[src/rtl/mac_pkg.sv]
// Shared definitions for the multiply-accumulate block: FSM encodings and default widths.
package mac_pkg;

  localparam int unsigned AccWDefault = 24;
  localparam int unsigned LenWDefault = 8;

  typedef enum logic [1:0] {
    StIdle  = 2'd0,
    StAccum = 2'd1,
    StDrain = 2'd2,
    StDone  = 2'd3
  } mac_state_e;

endpackage

[src/rtl/ArrayMultiplier.sv]
// Unsigned 8x8 array multiplier: shifted AND partial products summed row by row.
module ArrayMultiplier (
  input  logic [7:0]  a,
  input  logic [7:0]  b,
  output logic [15:0] productBus
);

  always_comb begin
    productBus = '0;
    for (int i = 0; i < 8; i++) begin
      productBus = productBus + ({8'b0, a & {8{b[i]}}} << i);
    end
  end

endmodule

[src/rtl/mac_accumulator.sv]
// Job-based multiply-accumulate: sums a*b over len beats, then holds the result until taken.
module mac_accumulator
  import mac_pkg::*;
#(
  parameter int unsigned ACC_W = AccWDefault,
  parameter int unsigned LEN_W = LenWDefault
) (
  input  logic             clk,
  input  logic             rst_n,
  input  logic             start,
  input  logic [LEN_W-1:0] len,
  input  logic             in_valid,
  output logic             in_ready,
  input  logic [7:0]       a,
  input  logic [7:0]       b,
  output logic             out_valid,
  input  logic             out_ready,
  output logic [ACC_W-1:0] acc_out,
  output logic             overflow,
  output logic             busy
);

  mac_state_e       state_q, state_d;
  logic [LEN_W-1:0] rem_q, rem_d;
  logic [ACC_W-1:0] acc_q, acc_d;
  logic             ovf_q, ovf_d;
  logic [15:0]      p_q, p_d;
  logic             p_vld_q, p_vld_d;
  logic [15:0]      product;
  logic [ACC_W:0]   sum;
  logic             accept;

  ArrayMultiplier u_mult (
    .a          (a),
    .b          (b),
    .productBus (product)
  );

  // in_ready depends only on registered state, never on in_valid/out_ready.
  assign in_ready  = (state_q == StAccum) && (rem_q != '0);
  assign accept    = in_valid && in_ready;
  assign out_valid = (state_q == StDone);
  assign busy      = (state_q != StIdle);
  assign acc_out   = (state_q == StDone) ? acc_q : '0;
  assign overflow  = ovf_q;
  assign sum       = {1'b0, acc_q} + {{(ACC_W - 15){1'b0}}, p_q};

  always_comb begin
    state_d = state_q;
    rem_d   = rem_q;
    acc_d   = acc_q;
    ovf_d   = ovf_q;
    p_d     = p_q;
    p_vld_d = 1'b0;

    if (p_vld_q) begin
      acc_d = sum[ACC_W-1:0];
      if (sum[ACC_W]) ovf_d = 1'b1;
    end

    unique case (state_q)
      StIdle: ;
      StAccum: begin
        if (accept) begin
          p_d     = product;
          p_vld_d = 1'b1;
          rem_d   = rem_q - 1'b1;
          if (rem_q == {{(LEN_W - 1){1'b0}}, 1'b1}) state_d = StDrain;
        end
      end
      StDrain: state_d = StDone;
      StDone:  if (out_ready) state_d = StIdle;
      default: state_d = StIdle;
    endcase

    // Job launch: from IDLE, or back-to-back with the result handshake.
    if (start && ((state_q == StIdle) || ((state_q == StDone) && out_ready))) begin
      acc_d = '0;
      ovf_d = 1'b0;
      if (len != '0) begin
        state_d = StAccum;
        rem_d   = len;
      end else begin
        state_d = StDone;
        rem_d   = '0;
      end
    end
  end

  always_ff @(posedge clk or negedge rst_n) begin
    if (!rst_n) begin
      state_q <= StIdle;
      rem_q   <= '0;
      acc_q   <= '0;
      ovf_q   <= 1'b0;
      p_q     <= '0;
      p_vld_q <= 1'b0;
    end else begin
      state_q <= state_d;
      rem_q   <= rem_d;
      acc_q   <= acc_d;
      ovf_q   <= ovf_d;
      p_q     <= p_d;
      p_vld_q <= p_vld_d;
    end
  end

endmodule

[config.mk]
export PLATFORM = sky130hd
export DESIGN_NAME = mac_accumulator
export DESIGN_NICKNAME = d
export VERILOG_FILES = /design/src/rtl/mac_pkg.sv /design/src/rtl/ArrayMultiplier.sv /design/src/rtl/mac_accumulator.sv
export SDC_FILE = /design/constraint.sdc
export NUM_CORES = 1
export LEC_CHECK = 0
export BUFFER_PORTS_ARGS = -buffer_cell sky130_fd_sc_hd__buf_2
export CAP_MARGIN = 20
export CORE_ASPECT_RATIO = 1.2
export CORE_MARGIN = 5
export CORE_UTILIZATION = 47
export DETAILED_ROUTE_END_ITERATION = 8
export PLACE_DENSITY = 0.63
export SYNTH_ARGS = -nofsm -noshare
export SYNTH_HDL_FRONTEND = slang
export SYNTH_SLANG_ARGS = --single-unit
[constraint.sdc]
create_clock -name clk -period 3.4 [get_ports clk]
set_input_delay 0.85 -clock clk [delete_from_list [all_inputs] [get_ports clk]]
set_output_delay 0.85 -clock clk [all_outputs]
set_load 0.01 [all_outputs]
==> summary.md <==
| Metric | Value |
|---|---|
| Die Height | `128 um` |
| Worst reg2reg startpoint | `p_q[0]` |
| Min-Delay Endpoint | `overflow` |
| Synth warn | `0` |
| Avg Cell Area, Syn | `8.67 um2` |
| Fin crit share | `161%` |
| R2R Setup Slk | `920 ps` |
| Top Family by Delay on Critical Path | `adder cells` |
| Fmax | `0.183 GHz` |
| Clock power frac | `10.6%` |
| Worst Hold Class | `reg -> reg` |
| IO buf count | `56` |
| CTS root buffer | `clkbuf_16` |
| Final worst slack | `-2060 ps` |
| Combinational power share | `67.9%` |
| Global route overflow | `0` |
| Clk buf depth | `2` |
| Worst vdd ir | `0.327 mV` |
| FF+latch count, synth | `52` |
| Register share of total power | `21.5%` |
| Initial Utilization | `47.7%` |
| Vias | `4757` |
| Placed Cells | `881` |
| Area delta synth->final | `24.1%` |
| Area contributors post-synth | `dfrtp_1, fa_1, ha_1` |
| Switching power | `2.51 mW` |
| Crit path max fanout | `4` |
| Top_reg_cell synth | `dfrtp_1` |
| Slowest CP cell | `fa_1` |
| Number of synthesized flops with an enable pin | `0` |
| Row count | `43` |
| CTS tree | `done` |
| Final nets | `859` |
| CTS Sinks | `52` |
| Sequential area share after synthesis | `23.7%` |
| Finished Core Util | `59.2%` |
| Pwr dens | `804 nW/um2` |
| Residual DRC | `0` |
| Critical path arrival | `5640 ps` |
| Yosys cell types | `69` |
| Iteration count of the initial detailed-routing pass | `4` |
| Final hold vios | `0` |
| Avg WL per Cell | `14.2 um` |
| Vias in the first global route | `4819` |
| Worst-Margin Slew | `913 ps` |
| Dpl hpwl | `10100 um` |
| Setup CP Type | `in -> reg` |
| RSZ-0062 raised after global routing | `true` |
| Placement Setup Slack | `-2500 ps` |
| Clock Skew | `9.73 ps` |
| Fin crit period | `5460 ps` |
| Status | `finished with violations` |
| Largest area contributor in the netlist | `dfrtp_1` |
| Clock slew at reported path FFs | `70 ps` |
| CP required | `3580 ps` |
| GRT Total Usage | `19.0%` |
| CORE AREA | `11500 um2` |
| Clk_lat worst skew | `300 ps` |
| CP Launch Type | `input port` |
| Violated checks | `setup timing` |
| Initial antenna violation count | `0` |
| Crit. End Element | `flop` |
| P_leak | `3.41 nW` |
| Post-route insts no fill | `901` |
| Antenna Nets Post-Route | `0` |
| Num CTS Buffers | `5` |
| R2r endpoint | `acc_q[18]` |
| Post-synthesis net count | `750` |
| Via-to-Cell Ratio | `5.28` |
| Hold path depth | `2` |
| Drt total wl | `12800 um` |
| H-Tree Depth | `2` |
| Top cell by count, worst path | `fa_1` |
| # setup viols final | `11` |
| First-pass GRT wire length | `21700 um` |
| Die ar. | `14000 um2` |
| Slew HR | `39.1%` |
| Final Wtd Congestion | `0.942` |
| Internal power | `2.97 mW` |
| Hold WS | `479 ps` |
| WP buf/inv | `7` |
| Die X | `109 um` |
| Worst path max stage delay | `530 ps` |
| Layout cells sized above 1 | `28.2%` |
| MaxCap Viol Count | `0` |
| HP Start | `overflow` |
| Reg2Reg Depth | `9` |
| Max Transition Viols Final | `0` |
| Netlist Area Pre-Place | `5490 um2` |
| Most common cell after layout, fill and taps aside | `nand2_1` |
| # diodes | `0` |
| Switching Share | `45.8%` |
| Synth Instances | `634` |
| FFs w/ async S/R, synth | `100%` |
| Number of DRC markers in iteration 0 | `189` |
| Num ports | `57` |
| Pin count of the biggest net entering global routing | `53` |
| Synth top area share | `23.7%` |
| Commonest cells after routing, fill and taps aside | `nand2_1, inv_1, buf_4, dfrtp_1, buf_2` |
| Design Power | `5.48 mW` |
## final cells by class
cell class | count | area (um2)
clock buffers | 5 | 125
clock inverters | 3 | 42.5
fillers | 1053 | 4700
inverters | 73 | 274
multi-input cells | 490 | 4060
flip-flops and latches | 52 | 1300
well taps | 157 | 196
repair buffers | 121 | 816
## per-stage QoR
step	cell area [um2]	setup TNS, ps
2_1_floorplan	5590	-17800
3_3_place_gp	6340	-21160
3_5_place_dp	6340	-22720
4_1_cts	6690	-19120
5_1_grt	6820	-20330
6_report	6820	-18240
## power groups by stage
| stage | sequential [mW] | clock, mW | combinational (mW) |
|---|---|---|---|
| after detailed placement | 1.19 | 0 | 3.54 |
| after floorplan | 1.08 | 0 | 2.76 |
| after global placement | 1.17 | 0 | 3.45 |
| after global routing | 1.21 | 0.618 | 4.22 |
| after CTS | 1.18 | 0.596 | 3.69 |
| final | 1.18 | 0.581 | 3.72 |
## kinds of logic after synthesis
family                   count (synthesis)  share of synthesized area [%]
AO/OA/AOI/OAI                          127                           15.4
flip-flops                              52                           23.7
XOR/XNOR                                24                           3.83
AND/OR/NAND/NOR                        237                           22.5
buffers and inverters                   92                           7.17
adder cells (fa/ha/maj)                 87                           24.6
multiplexers                            15                           2.85
## sequential cells by signal, indices dropped and copies added (netlist names)
name and count:
p_vld_q 1, acc_q 24, p_q 16, state_q 2, rem_q 8, overflow 1
## metal layers
metal,wire (um),up-vias,track usage [%]
li1,-,2364,-
met1,5420,2310,22.5
met2,6870,70,35.9
met3,337,13,1.86
met4,186,0,5.50
met5,0,-,0
## worst max path at each step
stage          from       to  slack (ps)  cells after the start
2_1_floorplan  a[0]  p_q[14]       -2070                     24
3_3_place_gp   b[0]  p_q[14]       -2330                     25
3_5_place_dp   b[0]  p_q[14]       -2500                     25
4_1_cts        b[1]  p_q[13]       -2150                     26
5_1_grt        b[1]  p_q[14]       -2300                     26
6_report       b[0]  p_q[13]       -2060                     26
## cell usage after synthesis (3+ instances only)
| library cell | instances |
|---|---|
| o21ai_2 | 9 |
| nand4_1 | 4 |
| dfrtp_1 | 52 |
| a211oi_1 | 5 |
| and3_1 | 27 |
| mux2i_1 | 13 |
| xor2_1 | 9 |
| nand3_1 | 7 |
| nor2b_1 | 3 |
| nand3b_1 | 3 |
| fa_1 | 35 |
| and4_1 | 3 |
| inv_1 | 72 |
| buf_2 | 4 |
| o21ai_0 | 33 |
| a31oi_1 | 3 |
| nand2_2 | 6 |
| a41oi_1 | 3 |
| o21ai_1 | 5 |
| nand2b_1 | 7 |
| xnor2_1 | 15 |
| o211ai_1 | 4 |
| o21a_1 | 7 |
| nand2_1 | 84 |
| nor3_1 | 6 |
| and2_1 | 43 |
| a21oi_1 | 31 |
| clkbuf_1 | 11 |
| ha_1 | 52 |
| nor2_1 | 28 |
| a21o_1 | 5 |
## worst min-delay path: cells and delay by family (launching register included)
kind             cells  cell delay [ps]
AO/OA/AOI/OAI        1               50
AND/OR/NAND/NOR      1               50
flip-flops           1              340
## repair_timing
action,in CTS,in global routing
cloned,0,0
setup buffers,8,7
gates resized for setup,27,23
pin swaps,44,37
hold buffers,0,0
setup endpoints to repair,11,11
(Power assumes the default switching activity.)
